$ cat src/rtl/uc_secuenciador.sv
// uc_secuenciador: control unit for the single-cycle microcontroller.
// Combinational Mealy decode of Opcode/z plus a RUN/HALTED state machine
// for HALT and run-resume, a saturating retired-instruction counter and a
// sticky illegal-opcode flag.
module uc_secuenciador #(
    parameter int unsigned CW       = 16,
    parameter int unsigned ILL_HALT = 0
) (
    input  logic          clk,
    input  logic          reset,
    input  logic [5:0]    Opcode,
    input  logic          z,
    input  logic          run,
    output logic          s_inc,
    output logic          s_inm,
    output logic          we3,
    output logic          wez,
    output logic [2:0]    Op,
    output logic          halted,
    output logic          illegal,
    output logic [CW-1:0] icount
);

    localparam logic [5:0]    OPC_J       = 6'b010000;
    localparam logic [5:0]    OPC_JZ      = 6'b010001;
    localparam logic [5:0]    OPC_JNZ     = 6'b010010;
    localparam logic [5:0]    OPC_HALT    = 6'b011111;
    localparam logic [CW-1:0] ICOUNT_MAX  = {CW{1'b1}};
    localparam bit            ILL_AS_HALT = (ILL_HALT != 0);

    typedef enum logic {
        ST_RUN,
        ST_HALTED
    } state_t;

    state_t state;
    state_t state_next;

    logic is_alu;
    logic is_li;
    logic is_j;
    logic is_jz;
    logic is_jnz;
    logic is_halt;
    logic is_illegal;
    logic halt_like;

    // Instruction class flags; the low opcode bits of ALU/LI belong to operand fields
    always_comb begin
        is_alu     = Opcode[5];
        is_li      = (Opcode[5:2] == 4'b0000);
        is_j       = (Opcode == OPC_J);
        is_jz      = (Opcode == OPC_JZ);
        is_jnz     = (Opcode == OPC_JNZ);
        is_halt    = (Opcode == OPC_HALT);
        is_illegal = ~(is_alu | is_li | is_j | is_jz | is_jnz | is_halt);
        halt_like  = is_halt | (ILL_AS_HALT & is_illegal);
    end

    // Control decode and next state; outputs are same-cycle for the datapath
    always_comb begin
        s_inc      = 1'b1;
        s_inm      = 1'b0;
        we3        = 1'b0;
        wez        = 1'b0;
        Op         = 3'b000;
        state_next = state;
        unique case (state)
            ST_RUN: begin
                if (is_alu) begin
                    Op  = Opcode[4:2];
                    we3 = 1'b1;
                    wez = 1'b1;
                end else if (is_li) begin
                    s_inm = 1'b1;
                    we3   = 1'b1;
                end else if (is_j) begin
                    s_inc = 1'b0;
                end else if (is_jz) begin
                    s_inc = ~z;
                end else if (is_jnz) begin
                    s_inc = z;
                end else if (halt_like) begin
                    s_inc = 1'b0;
                end
                if (halt_like) begin
                    state_next = ST_HALTED;
                end
            end
            ST_HALTED: begin
                // HALT jumps to itself; advancing past it resumes, as does a PC
                // that no longer points at a HALT
                if (run || !halt_like) begin
                    state_next = ST_RUN;
                end else begin
                    s_inc = 1'b0;
                end
            end
        endcase
    end

    // State, halted flag, sticky illegal flag and saturating retire counter
    always_ff @(posedge clk) begin
        if (reset) begin
            state   <= ST_RUN;
            halted  <= 1'b0;
            illegal <= 1'b0;
            icount  <= '0;
        end else begin
            state  <= state_next;
            halted <= (state_next == ST_HALTED);
            if (state == ST_RUN) begin
                if (is_illegal) begin
                    illegal <= 1'b1;
                end
                if (icount != ICOUNT_MAX) begin
                    icount <= icount + CW'(1);
                end
            end
        end
    end

endmodule

$ cat config.mk
export PLATFORM = sky130hd
export DESIGN_NAME = uc_secuenciador
export DESIGN_NICKNAME = d
export VERILOG_FILES = /design/src/rtl/uc_secuenciador.sv
export SDC_FILE = /design/constraint.sdc
export NUM_CORES = 1
export LEC_CHECK = 0
export BUFFER_PORTS_ARGS = -buffer_cell sky130_fd_sc_hd__buf_2
export CAP_MARGIN = 15
export CORE_UTILIZATION = 55
export CTS_BUF_LIST = sky130_fd_sc_hd__clkbuf_4 sky130_fd_sc_hd__clkbuf_8
export DETAILED_ROUTE_END_ITERATION = 6
export PLACE_DENSITY = 0.85
export SLEW_MARGIN = 20
export SYNTH_ARGS = -nofsm -noshare
export SYNTH_HDL_FRONTEND = slang
export SYNTH_SLANG_ARGS = --single-unit
$ cat constraint.sdc
create_clock -name clk -period 3.43 [get_ports clk]
set_clock_uncertainty 0.2 [all_clocks]
set_input_delay 0.5145 -clock clk [delete_from_list [all_inputs] [get_ports clk]]
set_output_delay 0.5145 -clock clk [all_outputs]
set_load 0.05 [all_outputs]
### Yosys cells after proc, flatten, opt, wreduce, memory -nomap -nowiden

Cells that the tools add are included.

| word-level totals | value |
|---|---|
| memory bits (writable) | 0 |
| bits in read-only memories | 0 |
| register bits after elaboration | 18 |
| bits in latches | 0 |
| input port bits | 10 |
| memories | 0 |
| output and inout bits | 25 |
| word-level logic and storage cells | 42 |

| operators by class | value |
|---|---|
| multipliers | 0 |
| $add $sub $neg | 1 |
| reductions and logical operators | 5 |
| shift-type cells | 0 |
| $lt $le $gt $ge | 0 |
| mux-type cells | 20 |
| equality and inequality tests | 5 |
| divide/modulo/power cells | 0 |
| bitwise gates (word level) | 8 |

Operators with widths:

| operator | count |
|---|---|
| == test 6 x 5 -> 1 bit (second input constant) | 4 |
| adder 16 x 1 -> 16 bit (second input constant) | 1 |
| two-way mux 1 bit | 16 |
| != test 16 bit (second input constant) | 1 |
| two-way mux 3 bit | 2 |
| OR 1 bit | 5 |
| logical NOT 4 bit | 1 |
| one-hot mux 1 bit (2 select lines) | 2 |
| AND reduction 2 bit | 2 |
| inverter 1 bit | 3 |
| logical NOT 1 bit | 1 |
| logical OR 1 bit | 1 |

### Logic depth before layout (Yosys ltp)

Gate-level depths: netlist of the first run.

| depth | value |
|---|---|
| depth after elaboration | 8 |
| mapped depth | 5 |
| gate-level depth less buffers | 5 |

### Least setup slack after synthesis of the first run

Ideal clock, no wire load.

| timing path | value |
|---|---|
| path kind | input to output |
| from | in Opcode[3] |
| to | out s_inm |
| arrival | 2,290 ps |
| buffers on the path | 0 |
| setup slack | 425 ps |
| cell stages on the path | 2 |
| required time | 2,715 ps |
| cells stage by stage | or2_2 -> nor4_1 |

| between the ends | value |
|---|---|
| cells in the longest elaborated chain, start to end | 4 |

Ends and longest elaborated chain:

| item | line | RTL |
|---|---|---|
| start: declaration | 11 | `input logic [5:0] Opcode,` |
| logical NOT 4 bit | 51 | `is_li = (Opcode[5:2] == 4'b0000);` |
| two-way mux 1 bit | 74 | `end else if (is_li) begin` |
| two-way mux 1 bit | 70 | `if (is_alu) begin` |
| two-way mux 1 bit | 68 | `unique case (state)` |
| end: declaration | 15 | `output logic s_inm,` |

Every way passes these cells.

### Final worst setup path of the first run

| timing path | value |
|---|---|
| from | in Opcode[3] |
| to | out s_inc |

| between the ends | value |
|---|---|
| cells in the longest elaborated chain, start to end | 8 |
| elaborated cells on any way between the ends | 15 |
| classes of those cells | eq/ne (4); mux (8); reduce/logical (3) |

Ends and longest elaborated chain:

| item | line | RTL |
|---|---|---|
| == test 6 x 5 -> 1 bit | 55 | `is_halt = (Opcode == OPC_HALT);` |
| two-way mux 1 bit | 83 | `end else if (halt_like) begin` |
| two-way mux 1 bit | 81 | `end else if (is_jnz) begin` |
| two-way mux 1 bit | 79 | `end else if (is_jz) begin` |
| two-way mux 1 bit | 77 | `end else if (is_j) begin` |
| two-way mux 1 bit | 74 |  |
| two-way mux 1 bit | 70 |  |
| one-hot mux 1 bit (2 select lines) * | 68 |  |
| end: declaration | 14 | `output logic s_inc,` |

Mark *: on every way between the ends. The rest lies on a longest branch, timed or not.

==> results of run 1 <==
through the flow:
stage               total power, µW  hold slack (ns)
finish                        390.0           0.2669
detailed placement            290.9           0.2492
global route                  404.4           0.2986
CTS                           388.3           0.2710
floorplan                     271.0           0.5159
global placement              289.0           0.2506
placed cells by master, fill, tap and decap left out, drive strengths merged:
| master | count |
|---|---|
| a2111oi | 2 |
| a21oi | 8 |
| and2 | 3 |
| and3 | 2 |
| buf | 34 |
| clkbuf | 3 |
| dfxtp | 18 |
| ha | 1 |
| inv | 3 |
| mux2 | 5 |
| mux2i | 1 |
| nand2 | 6 |
| nand2b | 2 |
| nand3 | 5 |
| nand4 | 4 |
| nand4b | 1 |
| nor2 | 12 |
| nor2b | 8 |
| nor3 | 2 |
| nor4 | 7 |
| o21a | 1 |
| o21ai | 6 |
| o311ai | 2 |
| o31ai | 2 |
| o41ai | 3 |
| or2 | 1 |
| or3 | 6 |
| or4 | 3 |
| xor2 | 1 |
report_power, final:
| part | switching [µW] | internal, µW |
|---|---|---|
| clock network | 62.1 | 40.9 |
| registers | 6.92 | 213 |
| logic | 49.2 | 17.9 |
| total | 118 | 272 |
kinds of logic after synthesis:
logic type               count (synthesis)  synth area share
buffers and inverters                    6           0.02219
XOR/XNOR                                 1          0.008633
adder cells (fa/ha/maj)                  1           0.01233
multiplexers                             6           0.06535
AO/OA/AOI/OAI                           24            0.1702
flip-flops                              18            0.3551
AND/OR/NAND/NOR                         62            0.3662
state kept, by name, summed over array words and instances, names as in the netlist:
register / cells
icount: 16
illegal: 1
state: 1
metal layers:
layer | up-vias | part of all wire
li1 | 515 | -
met1 | 507 | 0.44
met2 | 37 | 0.49
met3 | 7 | 0.045
met4 | 0 | 0.019
met5 | - | 0
worst paths after layout:
check	slack (ns)	end
min reg2reg	0.27	illegal
min	0.27	illegal
max	1.03	s_inc
max reg2reg	1.18	icount[14]
final cells by class:
class	instances	area, µm²	share of cell area
Sequential cell	18	360.3	0.2936
Timing Repair Buffer	34	170.2	0.1386
Clock buffer	3	22.52	0.01835
Inverter	3	11.26	0.009174
Tap cell	25	31.28	0.02548
Multi-Input combinational cell	94	631.9	0.5148
critical path: cells and delay by family:
kind / cells / cell delay [ns]
simple gates: 1 / 0.33
compound gates: 2 / 0.49
buf+inv: 2 / 0.34
==> results.yml, run 1 <==
outcome:
  outcome: "finished, final reports clean"
critical_path:
  worstSetupEndpointType: "output pin"
  critPathArrivalTime_ns: 1.68
  cpMostUsedCell: "buf_2"
  required_ns: 2.72
  crit_slowest_cell: "a2111oi_0"
  slowest_delay_ns: 0.35
  critPathKind: "primary input to output pin"
  r2r_start: "icount[0]"
  worstPathCellList: "buf_2, or2_2, a2111oi_0, o21ai_0, buf_2"
  cp_max_fo: 5
  start_kind: "primary input"
  startpoint: "Opcode[3]"
  reg2regPathDepth: 5
place:
  dp.cells: 174
  place_area_mm2: 0.001205
  port_buffers: 34
  place.gp.congestion: 0.7845
  dp_hpwl_mm: 1.863
  place_ws_ns: 1.080
clocking:
  clockRootBuffer: "clkbuf_4"
  post_cts_buffers: 0
  cts.sinks: 18
  numCtsBuffers: 3
  clock_latency_ns: 0.29
  cts_tree: "done"
  ctsHoldBuffers: 0
  cts_resized: 0
  clockBufferDepth: 2
  clkTransAtPathRegs_ns: 0.09
  cts_htree_levels: 1
timing:
  period_share: 0.6994
  fin_tns_setup_ns: 0
  rsz0062_at_grt: "no"
  slew_headroom: 0.4698
  finalSetupViolCount: 0
  max_freq_mhz: 416.8
  max_slew.worst_pin.slew_ns: 0.7887
  hold_violations: 0
  worst_slack_ns: 1.031
  maxSlewViolCount: 0
  finalCriticalPeriod_ns: 2.399
floorplan:
  die_area_mm2: 0.002021
  die_w_um: 44.95
  core.rowCount: 15
  coreArea_mm2: 0.001727
  start_util: 0.5877
  die_h_um: 44.95
  ios: 35
finish:
  layout-drive-gt1-share: 0.3158
  fin_cells: 177
  nets: 165
  nFillCells: 148
  fin_util: 0.7109
  syn_to_final_growth_pct: 20.96
  diodes: 0
  final_area_mm2: 0.001227
drt:
  ant_nets: 0
  via_per_inst: 6.023
  drtIter0Drc: 30
  wl_per_cell_um: 14.21
  firstDrtPassIters: 4
  vias: 1066
  drc_errors: 0
  wl_mm: 2.515
grt:
  grt_overflow: 0
  grt_use_met1: 0.3474
  grt_pass1_wl_mm: 4.084
  grt_pass1_vias: 925
  gr-usage-all-layers: 0.2738
  use_met2: 0.4551
  antenna_found_initial: 0
  top_usage_layer: "met2"
  gr-usage-met3: 0.04000
  grt_max_degree: 23
power_and_ir_drop:
  peakVddDrop_mv: 0.2761
  power-per-cell-area_mw_per_mm2: 317.8
  leakage_uw: 0.0005430
min_path:
  whs_path_depth: 1
  hold_class: "register to register"
  hold_path.startpoint: "illegal"
logic_synthesis:
  synth_area_per_cell_um2: 8.599
  synth-seq-cells: 18
  synth_common_cells: "dfxtp_1 (18), nor2_1 (12), a21oi_1 (8), nor2b_1 (8)"
  netlist_area_mm2: 0.001015
  ys_types: 33
  synthCells: 118
  synth.most_common_cell: "dfxtp_1"
  ys_seq_area_frac: 0.3551
  netlist.area_leader.share: 0.3551
  synthArstFlopShare: 0
  yosysTopAreaCell: "dfxtp_1"
  ys_warn_count: 0
  synth-edff-count: 0
  yosys-top-cells-area: "dfxtp_1 (36%), mux2_2 (5.5%), nor2b_1 (4.9%)"
  syn-num-nets: 129
  synth_ff_type: "dfxtp_1"
job:
  maxCapViolations: 0
No activity file was read; power rests on OpenSTA's default activity.
==> inputs of run 2 (changes only) <==
--- a/config.mk
+++ b/config.mk
@@ -5,12 +5,13 @@
 export SDC_FILE = /design/constraint.sdc
 export NUM_CORES = 1
 export LEC_CHECK = 0
+export ABC_AREA = 1
 export BUFFER_PORTS_ARGS = -buffer_cell sky130_fd_sc_hd__buf_2
 export CAP_MARGIN = 15
-export CORE_UTILIZATION = 55
+export CORE_UTILIZATION = 48
 export CTS_BUF_LIST = sky130_fd_sc_hd__clkbuf_4 sky130_fd_sc_hd__clkbuf_8
 export DETAILED_ROUTE_END_ITERATION = 6
-export PLACE_DENSITY = 0.85
+export PLACE_DENSITY = 0.76
 export SLEW_MARGIN = 20
 export SYNTH_ARGS = -nofsm -noshare
 export SYNTH_HDL_FRONTEND = slang
==> constraint.sdc (replaced) <==
create_clock -name clk -period 2.1 [get_ports clk]
set_clock_uncertainty 0.2 [all_clocks]
set_input_delay 0.315 -clock clk [delete_from_list [all_inputs] [get_ports clk]]
set_output_delay 0.315 -clock clk [all_outputs]
set_load 0.05 [all_outputs]
==> results.yml, run 2 <==
outcome:
  outcome: "finished, final reports clean"
critical_path:
  rrSetupSlack_ns: 0.24
  worstPathCellList: "nor2_4, inv_1, nor2_4, buf_2"
  reg2regPathDepth: 7
  required_ns: 1.58
  startpoint: "state"
  critPathArrivalTime_ns: 1.38
  r2r-end: "icount[5]"
  cp_max_fo: 9
  crit_slowest_cell: "dfxtp_1"
  critPathKind: "register to output pin"
  endpoint: "Op[1]"
  worstSetupEndpointType: "output pin"
  start_kind: "register"
  slowest_delay_ns: 0.56
  r2r_start: "icount[0]"
  cpMostUsedCell: "nor2_4"
finish:
  final_area_mm2: 0.001504
  largest_reg_flops: 16
  seqCellArea_um2: 362.8
  fin_util: 0.6487
  nets: 244
  reg_top3: "icount (16), illegal (1), state (1)"
  multi_input_comb_area_um2: 775.7
  final_common_cell: "nand2_1"
  top_register: "icount"
  layout.cells.most_common_list: "nand2_1 (54), buf_2 (34), inv_1 (27), nor2_1 (27), dfxtp_1 (16)"
  syn_to_final_growth_pct: 22.65
  layout-drive-gt1-share: 0.2888
  diodes: 0
  nFillCells: 224
timing:
  finalCriticalPeriod_ns: 1.892
  finalSetupViolCount: 0
  period_share: 0.9011
  rsz0062_at_grt: "no"
  hold_ws_ns: 0.004179
  max_slew.worst_pin.slew_ns: 0.3902
  fin_tns_setup_ns: 0
  hold_violations: 0
  max_freq_mhz: 528.5
  slew_headroom: 0.7389
  maxSlewViolCount: 0
clocking:
  cts.sinks: 18
  numCtsBuffers: 3
  ctsHoldBuffers: 0
  cts_htree_levels: 1
  clkTransAtPathRegs_ns: 0.11
  cts_tree: "done"
  clock_latency_ns: 0.30
  cts_resized: 0
  clockBufferDepth: 2
  post_cts_buffers: 0
  clockRootBuffer: "clkbuf_4"
place:
  port_buffers: 34
  place_area_mm2: 0.001468
  dp_hpwl_mm: 2.178
  place.gp.congestion: 0.8577
drt:
  topRoutingLayerUsed: "met4"
  wl_mm: 2.724
  wl_met1_mm: 1.302
  firstDrtPassIters: 4
  drtIter0Drc: 18
  dr_wl_met2_mm: 1.291
  wl_per_cell_um: 10.48
  ant_nets: 0
  drc_errors: 0
  vias: 1304
  via_per_inst: 5.015
  wl_met3_um: 118
logic_synthesis:
  yosys-top-cells-area: "dfxtp_1 (29%), nand2_1 (17%), nor2_1 (9.5%)"
  ys_warn_count: 0
  synth_area_per_cell_um2: 6.288
  synth-edff-count: 0
  ys_types: 25
  netlist_area_mm2: 0.001226
  synth_common_cells: "nand2_1 (54), nor2_1 (31), inv_1 (27), dfxtp_1 (18)"
  synthCells: 195
  ys_seq_area_frac: 0.2939
  synth.most_common_cell: "nand2_1"
  synthArstFlopShare: 0
  synth-seq-cells: 18
  syn-num-nets: 206
  yosysTopAreaCell: "dfxtp_1"
  synth_ff_type: "dfxtp_1"
  netlist.area_leader.share: 0.2939
grt:
  grt_pass1_vias: 1155
  grt_max_degree: 15
  antenna_found_initial: 0
  gr-usage-all-layers: 0.2296
  grt_pass1_wl_mm: 4.726
  grt_overflow: 0
floorplan:
  die_h_um: 52.54
  die_w_um: 52.54
  core.rowCount: 17
  ios: 35
  die_area_mm2: 0.002760
  start_util: 0.5289
  coreArea_mm2: 0.002318
job:
  maxCapViolations: 0
power_and_ir_drop:
  power_frac_clock: 0.315
  switchingPower_uw: 208.0
  power_frac_seq: 0.516
  power-per-cell-area_mw_per_mm2: 460.5
  p_int_uw: 484.6
  combPwrFrac: 0.169
  leakage_uw: 0.0006694
  peakVddDrop_mv: 0.4844
  switching_share: 0.3003
min_path:
  hold_path.startpoint: "run"
  hold_class: "primary input to register"
## run 2: cell types whose count changed after synthesis, sizes merged, moves of 4 or more
cell,previous run,this run
o21ai,6,11
buf,0,4
or3,6,0
nor2,12,33
nor4,7,1
mux2,5,0
nand3,5,11
a21oi,8,14
inv,3,27
nand2,6,59
nor2b,8,0
## run 2: critical path: cells and delay by family, from the launching register on
| family | cells | cell delay, ns |
|---|---|---|
| DFF | 1 | 0.56 |
| buffers and inverters | 2 | 0.42 |
| and+or+nand+nor | 2 | 0.11 |
## run 2: cell type report
type	count	share of cell area
sequential	18	0.2413
timing repair buffer	37	0.1281
multi-input combinational	146	0.5158
inverter	27	0.06739
tap	28	0.02329
clock buffer	4	0.02413
## run 2: power by group through the flow
stage                     logic (µW)  clock network [µW]  registers, µW
after floorplan                 63.5                   0            388
after global placement           116                   0            365
after detailed placement         118                   0            365
after CTS                        118                 222            358
after global routing             127                 236            359
final                            117                 218            357
## run 2: worst min path at each step
stage | to | slack, ns | cells past startpoint
final | state | 0.004 | 2
after global routing | state | 0.008 | 2
after CTS | state | 0.0006 | 2
after detailed placement | illegal | 0.24 | 2
after global placement | illegal | 0.24 | 2
after floorplan | icount[11] | 0.18 | 1
## run 2: kinds of logic after synthesis
kind of cell               synth area share
and+or+nand+nor                      0.4020
buffers and inverters                0.1031
AOI/OAI and AO/OA                    0.1480
DFF                                  0.2939
xor gates and xnor gates            0.04286
adders and majority gates           0.01020
## run 2: through the flow
| step | instances | worst slack, ns | total power (µW) |
|---|---|---|---|
| floorplan | 195 | -0.1121 | 451.5 |
| detailed placement | 256 | 0.2353 | 483.0 |
| global placement | 256 | 0.2740 | 481.0 |
| CTS | 260 | 0.1954 | 697.6 |
| global route | 260 | 0.04227 | 721.9 |
| finish | 260 | 0.2077 | 692.6 |
## run 2: routing by layer
layer | GRT usage | vias up
met4 | 0.04386 | 0
li1 | - | 689
met5 | 0 | -
met3 | 0.05217 | 2
met2 | 0.3966 | 28
met1 | 0.2898 | 585
